`src/rtl/calc_sequencer.sv`:
```
// Calculator operation sequencer: operand-1 entry, operand-2 entry, result display.
// Optional result chaining is enabled with the CALC_RESULT_CHAIN_EN macro.
module calc_sequencer #(
  parameter int unsigned WIDTH        = 14,
  parameter int unsigned IDLE_TIMEOUT = 2**30,
  parameter int unsigned CNT_W        = 31
) (
  input  logic             clk,
  input  logic             reset,
  input  logic             btn_clr,
  input  logic             btn_add,
  input  logic             btn_sub,
  input  logic             btn_ent,
  input  logic [WIDTH-1:0] result,
  output logic             write_number_select,
  output logic             arithmetic_sel,
  output logic [1:0]       display_select,
  output logic             clear_operands,
  output logic             load_result,
  output logic [WIDTH-1:0] load_value,
  output logic [1:0]       state
);

  typedef enum logic [1:0] {
    StA       = 2'd0,
    StB       = 2'd1,
    StIllegal = 2'd2,
    StRes     = 2'd3
  } state_e;

  localparam logic             TimeoutEn = (IDLE_TIMEOUT != 0);
  localparam logic [CNT_W-1:0] CntLast   = CNT_W'(IDLE_TIMEOUT - 1);

  state_e           state_q, state_d;
  logic             sel_q, sel_d;
  logic             wns_q, wns_d;
  logic             clr_q, clr_d;
  logic             ld_q, ld_d;
  logic [WIDTH-1:0] lv_q, lv_d;
  logic [CNT_W-1:0] cnt_q, cnt_d;
  logic             any_btn;

  assign any_btn = btn_clr | btn_add | btn_sub | btn_ent;

  always_comb begin
    state_d = state_q;
    sel_d   = sel_q;
    clr_d   = 1'b0;
    ld_d    = 1'b0;
    lv_d    = lv_q;
    cnt_d   = cnt_q;
    if (btn_clr) begin
      state_d = StA;
      clr_d   = 1'b1;
      sel_d   = 1'b0;
      cnt_d   = '0;
    end else begin
      case (state_q)
        StA, StB: begin
          // Subtract wins when both operator buttons arrive together.
          if (btn_sub) begin
            sel_d = 1'b1;
          end else if (btn_add) begin
            sel_d = 1'b0;
          end
          if (btn_ent) begin
            state_d = (state_q == StA) ? StB : StRes;
          end
        end
        StRes: begin
          if (btn_ent) begin
`ifdef CALC_RESULT_CHAIN_EN
            state_d = StB;
            ld_d    = 1'b1;
            lv_d    = result;
`else
            state_d = StA;
            clr_d   = 1'b1;
`endif
          end
        end
        default: state_d = StA;
      endcase

      if (state_q == StB || state_q == StRes) begin
        if (any_btn) begin
          cnt_d = '0;
        end else if (TimeoutEn && cnt_q == CntLast) begin
          state_d = StA;
          clr_d   = 1'b1;
          cnt_d   = '0;
        end else if (cnt_q != '1) begin
          cnt_d = cnt_q + 1'b1;
        end
      end else begin
        cnt_d = '0;
      end
    end
    wns_d = (state_d == StB);
  end

  always_ff @(posedge clk or negedge reset) begin
    if (!reset) begin
      state_q <= StA;
      sel_q   <= 1'b0;
      wns_q   <= 1'b0;
      clr_q   <= 1'b0;
      ld_q    <= 1'b0;
      lv_q    <= '0;
      cnt_q   <= '0;
    end else begin
      state_q <= state_d;
      sel_q   <= sel_d;
      wns_q   <= wns_d;
      clr_q   <= clr_d;
      ld_q    <= ld_d;
      lv_q    <= lv_d;
      cnt_q   <= cnt_d;
    end
  end

  assign state               = state_q;
  assign display_select      = state_q;
  assign write_number_select = wns_q;
  assign arithmetic_sel      = sel_q;
  assign clear_operands      = clr_q;

`ifdef CALC_RESULT_CHAIN_EN
  assign load_result = ld_q;
  assign load_value  = lv_q;
`else
  // Chaining disabled: load path tied off, result only feeds the display.
  logic unused_load;
  assign unused_load = ld_q ^ (^lv_q) ^ (^result);
  assign load_result = 1'b0;
  assign load_value  = '0;
`endif

endmodule

```
`config.mk`:
```
export PLATFORM = sky130hd
export DESIGN_NAME = calc_sequencer
export DESIGN_NICKNAME = d
export VERILOG_FILES = /design/src/rtl/calc_sequencer.sv
export SDC_FILE = /design/constraint.sdc
export NUM_CORES = 1
export LEC_CHECK = 0
export ABC_AREA = 1
export CORE_MARGIN = 1
export CORE_UTILIZATION = 55
export CTS_CLUSTER_SIZE = 28
export DETAILED_ROUTE_END_ITERATION = 7
export PLACE_DENSITY = 0.82
export SLEW_MARGIN = 30
export SYNTH_ARGS = -nofsm -noshare
export SYNTH_HDL_FRONTEND = slang
export SYNTH_SLANG_ARGS = --single-unit
```
`constraint.sdc`:
```
create_clock -name clk -period 5.3 [get_ports clk]
set_clock_uncertainty 0.2 [all_clocks]
set_input_delay 0.795 -clock clk [delete_from_list [all_inputs] [get_ports clk]]
set_output_delay 0.795 -clock clk [all_outputs]
set_load 0.1 [all_outputs]
```
======== After elaboration in Yosys (flattened, before gate mapping) ========
Cells that the tools add are included.
W data, S select, Z words.
cells by class
  $add $sub $neg .......................... 1
  multiply operators ...................... 0
  divide/modulo/power cells ............... 0
  $lt $le $gt $ge ......................... 0
  eq/ne operators ......................... 6
  shift operators ......................... 0
  mux-type cells .......................... 23
  bitwise operators ....................... 3
  reductions and logical operators ........ 6
operator list
  cell                     number
  $mux W31                 5
  $add A31 B1 Y31 const B  1
  $eq A31 B30 Y1 const B   1
  $ne A31 B31 Y1 const B   1
  $mux W2                  7
  $mux W1                  10
  $ne A5 B3 Y1 const B     1
  $eq A2 B1 Y1 const B     2
  $pmux W2 S2              1
  $or A1 B1 Y1             3
  $reduce_bool A3 Y1       1
  $eq A2 B2 Y1 const B     1
  $logic_not A2 Y1         1
  $reduce_and A2 Y1        1
  $reduce_bool A2 Y1       1
  $reduce_or A2 Y1         1
  $logic_or A1 B1 Y1       1
storage, ports and cells
  bits in registers ....................... 36
  latch bits .............................. 0
  bits in writable memories ............... 0
  bits in read-only memories .............. 0
  bits of input ports ..................... 20
  output and inout bits ................... 22
  logic and storage cells ................. 44
  memories ................................ 0

======== Longest topological paths before layout ========
Gate-level depths: netlist (run 1).
  word-level depth ........................ 9
  gate-level depth with buffers ........... 10
  depth with buffers taken out ............ 10

======== Worst setup path before layout (run 1) ========
Ideal clock, no wire load.
  path type ............................... reg2out
  start ................................... reg state_q[0] (netlist: display_select[0])
  end ..................................... out state[0]
  arrival time ............................ 1404 ps
  data required time ...................... 4305 ps
  slack ................................... 2901 ps
  cell stages (with the launch flop) ...... 2
  path buffers ............................ 1
  cells stage by stage .................... dfrtp_1 buf_4
RTL lines
  element                   line  RTL
  start: declaration        34    state_e state_q, state_d;
  start signal: assignment  104   state_q <= StA;
  start signal: assignment  112   state_q <= state_d;
  end: declaration          21    output logic [1:0] state
No word-level cell between the ends.

======== Worst setup path after layout (run 1) ========
  start ................................... reg state_q[0] (netlist: display_select[0])
  end ..................................... out state[0]
No word-level cell between the ends.

==> out/results.txt, run 1 <==
Synth cell count leaders - nand2_1 (99), nor2_1 (64), inv_1 (39)
Placed Area - 2630 um2
Remaining Overflow, GRT - 0
Max Cap Violations - 0
Worst path slowest cell - clkdlybuf4s50_1
GRT Util Overall - 24.2%
Die Y - 70.3 um
# nets final - 402
Routed WL per cell - 12.6 um
Clock H-tree levels - 2
First DRT Iteration DRCs - 186
FILL cells - 416
Share of the synthesized area in the top cell type - 35.1%
Share of cells above drive strength 1 - 14.4%
Setup TNS - 0 ns
Pre-antenna DRT Iters - 4
Core area - 4410 um2
Fmax - 339 MHz
Vias per cell - 5.24
Tmin final - 2.95 ns
Starting Density - 58.2%
Slew HR - 34.9%
RePlAce Congestion - 0.906
DP Wirelength - 4120 um
Synth warnings - 0
ANT cells - 0
Slew Viols, Final - 0
Crit end category - output pin
Port Buffers - 12
First-pass GRT wire length - 9360 um
Unique masters post-synth - 33
Synth Instances - 369
FFs w/ async S/R, synth - 100%
Outcome - finished, final reports clean
Initial antenna violation count - 0
Critical path fanouts, max - 7
IO Pins - 42
Pre-CTS setup slack - 2.60 ns
Ranking of synthesized cells by area - dfrtp_1 (35%), nand2_1 (14%), nor2_1 (9.4%)
Mapped cell area - 2570 um2
Worst IR Drop VDD - 185 uV
Placed Instances - 426
EDFF count, synth - 0
# Post-CTS Setup Buffers - 0
Clk buf depth - 2
Via count - 2,276
CP bufs+invs - 1
Post-synth top area cell - dfrtp_1
Final non-filler cell total - 434
Cell area after layout - 2740 um2
LEAKAGE - 1.14 nW
CP top delay family - buffers and inverters
Slew @ Worst Pin - 0.974 ns
WP data required - 4.30 ns
Pwr dens - 225 nW/um2
Sequential-to-total area share from yosys stat - 35.1%
Layout area overhead - 6.48%
CP Launch Type - register
RSZ-0062 raised after global routing - false
Main synth FF type - dfrtp_1
Root Driver - clkbuf_8
DRC viols - 0
PnR worst setup slack - 2.35 ns
Cts hold-fix bufs - 0
Vias in the first global route - 2,040
Final Power - 0.615 mW
Hold_ws - 0.334 ns
Post-CTS resize count - 0
Worst-path clk slew - 0.07 ns
Worst hold path type - register to register
Crit-path max cell delay - 1.19 ns
Final-report hold violation count - 0
Clock insertion delay at the later pin of the skew report - 0.30 ns
FF+latch count, synth - 36
TritonCTS sink count - 36
CP cell instances - clkdlybuf4s50_1
Row count - 24
Arrival time worst endpoint - 1.96 ns
Count leader, synth - nand2_1
Largest net degree at the start of global routing - 37
CTS Buf Count - 5
Syn avg cell area - 6.96 um2
Total die area - 4950 um2
Core Util, Final - 62.0%
Die width - 70.3 um
# setup viols final - 0
Routed Wire Length - 5470 um
CP Class - register to output pin
Post-route ant nets - 0
TritonCTS clock tree - done
Fin crit share - 55.7%
## placed cells by master (no fill, tap or decap)
cell and instances:
a211oi_1 1, a21o_1 1, a21o_2 1, a21oi_1 9, a31o_2 1, and2_1 1, and2_2 1, buf_2 1
bufinv_16 1, clkbuf_1 1, clkbuf_8 5, clkdlybuf4s50_1 11, clkinv_2 1, conb_1 15, dfrtp_1 36, ha_1 1
inv_1 39, inv_2 1, inv_4 1, nand2_1 99, nand2_2 3, nand2_4 1, nand3_1 25, nand3_2 11
nand3_4 1, nand4_1 8, nor2_1 64, nor2_2 16, nor2_4 6, nor3_1 3, o211ai_1 2, o21ai_0 6
o21ai_1 2, o21bai_1 3, or2_2 4
## cells by family (layout without fill, tap and decap cells)
kind of cell | Yosys count | count (layout) | share of synthesized area (%)
simple gates | 243 | 243 | 45.4
buf+inv | 62 | 61 | 12.9
flops | 36 | 36 | 35.1
compound gates | 26 | 26 | 6.04
fa+ha+maj | 1 | 1 | 0.487
other cells | 1 | 15 | 0.146
## metal layers
layer | GRT usage (%) | wire length [um]
met1 | 32.2 | 2540
met2 | 38.8 | 2560
met4 | 9.33 | 68
met5 | 0 | 0
met3 | 4.47 | 298
## cell type report
type	instances	area (um2)	share of cell area [%]
repair buffers	12	115	4.21
clock inverters	2	35.0	1.28
inverters	41	156	5.72
flip-flops and latches	36	901	32.9
well taps	52	65.1	2.38
multi-input cells	285	1390	50.8
clock buffers	6	72.6	2.65
## registers in the layout (all words and copies together), names as in the netlist
signal	count
write_number_select	1
arithmetic_sel	1
display_select	2
cnt_q	31
clear_operands	1
## path summary, 6_finish.rpt
kind                                    from                end  slack (ns)  depth (start not counted)
hold / removal                arithmetic_sel     arithmetic_sel        0.33                          2
max in group asynchronous              reset  display_select[1]        4.00                          1
setup reg to reg                    cnt_q[0]           cnt_q[2]        3.08                         10
hold reg to reg               arithmetic_sel     arithmetic_sel        0.33                          2
min in group asynchronous              reset          cnt_q[20]        0.39                          1
setup / recovery           display_select[0]           state[0]        2.35                          1
## where the power goes
group	switching [mW]	internal (mW)
combinational	0.0840	0.0106
sequential	0.00217	0.277
clock	0.101	0.140
total	0.188	0.427
Power figures use the tool's default switching activity.
==> run 2, diff against run 1 <==
- CORE_UTILIZATION: 55 -> 54
- PLACE_DENSITY: 0.82 -> 0.81
- clock period: 5.3 -> 2.92 ns (I/O delays scaled with it)
==> run 2 against run 1 <==
  * The flow now finishes with violations (design-rule violations)
  * Via count about the same
  * Setup slack worse by 1.7 ns
  * Clock power is 54% higher
  * Count of clock-buffer cells in the layout up 2
  * First-iteration DRC count decreased by 21%
  * Design area shrank 1.0%
  * Wire length increased by 2.0%
  * Combinational power is 80% higher
  * Hold slack got worse by 0.31 ns
  * Largest cell class unchanged
  * Highest routed layer unchanged
==> out/results.txt, run 2 (same netlist as run 1, synthesis figures left out) <==
CP bufs+invs - 1 (unchanged)
Failing checks - design-rule violations
Post-route ant nets - 0 (unchanged)
Vias in the first global route - 2,150 (was 2,040)
Crit end category - register (was output pin)
Critical path fanouts, max - 16 (was 7)
Fin crit share - 76.6%
Tmin final - 2.24 ns
Post-CTS resize count - 0 (unchanged)
Crit-path max cell delay - 0.41 ns (was 1.19 ns)
Outcome - complete, but fails checks (was finished, final reports clean)
Root Driver - clkbuf_8 (unchanged)
Vias per cell - 5.24 (about the same)
Slew HR - 46.0% (was 34.9%)
Pwr dens - 387 nW/um2 (was 225 nW/um2)
Worst IR Drop VDD - 240 uV (was 185 uV)
Share of cells above drive strength 1 - 16.2% (was 14.4%)
Worst hold path type - input port to asynchronous set/reset pin (was register to register)
Arrival time worst endpoint - 2.22 ns (was 1.96 ns)
RePlAce Congestion - 0.892 (was 0.906)
TritonCTS sink count - 36 (unchanged)
Clock H-tree levels - 2 (unchanged)
# setup viols final - 0 (unchanged)
Core area - 4470 um2 (was 4410 um2)
RSZ-0062 raised after global routing - false (unchanged)
DRC viols - 2 (was 0)
WP data required - 2.91 ns (was 4.30 ns)
Largest reg by FF count - cnt_q (unchanged)
ANT cells - 0 (unchanged)
Slew Viols, Final - 0 (unchanged)
# nets final - 403 (was 402)
Hold_ws - 0.0294 ns (was 0.334 ns)
Clk buf depth - 2 (unchanged)
Row count - 24 (unchanged)
Final non-filler cell total - 435 (was 434)
Total die area - 5040 um2 (was 4950 um2)
Final Power - 1.05 mW (was 0.615 mW)
DP Wirelength - 4310 um (was 4120 um)
Largest net degree at the start of global routing - 37 (unchanged)
Max Cap Violations - 0 (unchanged)
Worst-path clk slew - 0.08 ns (was 0.07 ns)
# Post-CTS Setup Buffers - 0 (unchanged)
Fmax - 447 MHz
Die Y - 71.0 um (was 70.3 um)
Routed WL per cell - 12.8 um (was 12.6 um)
Most frequent cells in the layout - nand2_1 (99), nor2_1 (64), inv_1 (39), dfrtp_1 (36), nand3_1 (25) (unchanged)
FILL cells - 419 (was 416)
Routed Wire Length - 5580 um (was 5470 um)
TritonCTS clock tree - done (unchanged)
Worst path slowest cell - dfrtp_1 (was clkdlybuf4s50_1)
Placed Instances - 427 (was 426)
Cts hold-fix bufs - 0 (unchanged)
Slew @ Worst Pin - 0.809 ns (was 0.974 ns)
CP Class - register to register (was register to output pin)
Remaining Overflow, GRT - 0 (unchanged)
Most common cell after layout, fill and taps aside - nand2_1 (unchanged)
First-pass GRT wire length - 9570 um (was 9360 um)
Initial antenna violation count - 0 (unchanged)
CP top delay family - simple AND/OR/NAND/NOR gates (was buffers and inverters)
Via count - 2,278 (was 2,276)
LEAKAGE - 1.15 nW (was 1.14 nW)
Pre-antenna DRT Iters - 7 (was 4)
Clock insertion delay at the later pin of the skew report - 0.30 ns (about the same)
Layout area overhead - 5.41% (was 6.48%)
Final-report hold violation count - 0 (unchanged)
First DRT Iteration DRCs - 147 (was 186)
CP cell instances - ha_1 > nand2_2 > nor2_4 > nand2_2 > nor2_4 > nand3_2 > nand2_4 > inv_4 > nand2_1 > nor2_2 (was clkdlybuf4s50_1)
Max reg flops - 31 (unchanged)
Die width - 71.0 um (was 70.3 um)
CTS Buf Count - 5 (unchanged)
Starting Density - 57.4% (was 58.2%)
IO Pins - 42 (unchanged)
GRT Util Overall - 24.8% (was 24.2%)
Setup TNS - 0 ns (unchanged)
CP Launch Type - register (unchanged)
Port Buffers - 12 (unchanged)
run 2: cell type report:
class | instances | area (um2) | share of cell area [%]
Tap cell | 52 | 65.1 | 2.40
Timing Repair Buffer | 13 | 105 | 3.88
Clock buffer | 8 | 90.1 | 3.33
Multi-Input combinational cell | 285 | 1390 | 51.3
Sequential cell | 36 | 901 | 33.3
Inverter | 41 | 156 | 5.78
run 2: power by group:
part           leakage [nW]  switching [mW]  total [mW]  internal [mW]
Sequential            0.497         0.00373       0.507          0.503
Clock                0.0455           0.180       0.372          0.192
Combinational         0.606           0.152       0.170         0.0171
Total                  1.15           0.336        1.05          0.713
run 2: through the flow:
stage | instance area (um2) | util, % | worst slack (ns)
after global placement | 2620 | 58.5 | 0.616
after CTS | 2710 | 60.5 | 0.700
final | 2710 | 60.5 | 0.684
after global routing | 2710 | 60.5 | 0.584
after floorplan | 2620 | - | 0.695
after detailed placement | 2620 | 58.5 | 0.572
run 2: routing by layer:
| layer | track usage [%] | share of wire [%] |
|---|---|---|
| met5 | 0 | 0 |
| met4 | 10.9 | 1.5 |
| met3 | 3.70 | 5.6 |
| met2 | 41.8 | 47 |
| met1 | 31.9 | 46 |
run 2: path summary, 6_finish.rpt:
path	start	endpoint	slack, ns	cells past startpoint
worst max-delay path	cnt_q[0]	cnt_q[2]	0.68	10
worst min-delay path	reset	cnt_q[15]	0.03	1
worst max register to register	cnt_q[0]	cnt_q[2]	0.68	10
max in group asynchronous	reset	cnt_q[16]	1.98	1
worst min register to register	arithmetic_sel	arithmetic_sel	0.34	2
min in group clk	arithmetic_sel	arithmetic_sel	0.34	2
run 2: worst register-to-register path, stage by stage (launching register included):
cell and delay (ns):
dfrtp_1 0.41, ha_1 0.28, nand2_2 0.11, nor2_4 0.14
nand2_2 0.09, nor2_4 0.20, nand3_2 0.16, nand2_4 0.29
inv_4 0.12, nand2_1 0.10, nor2_2 0.04
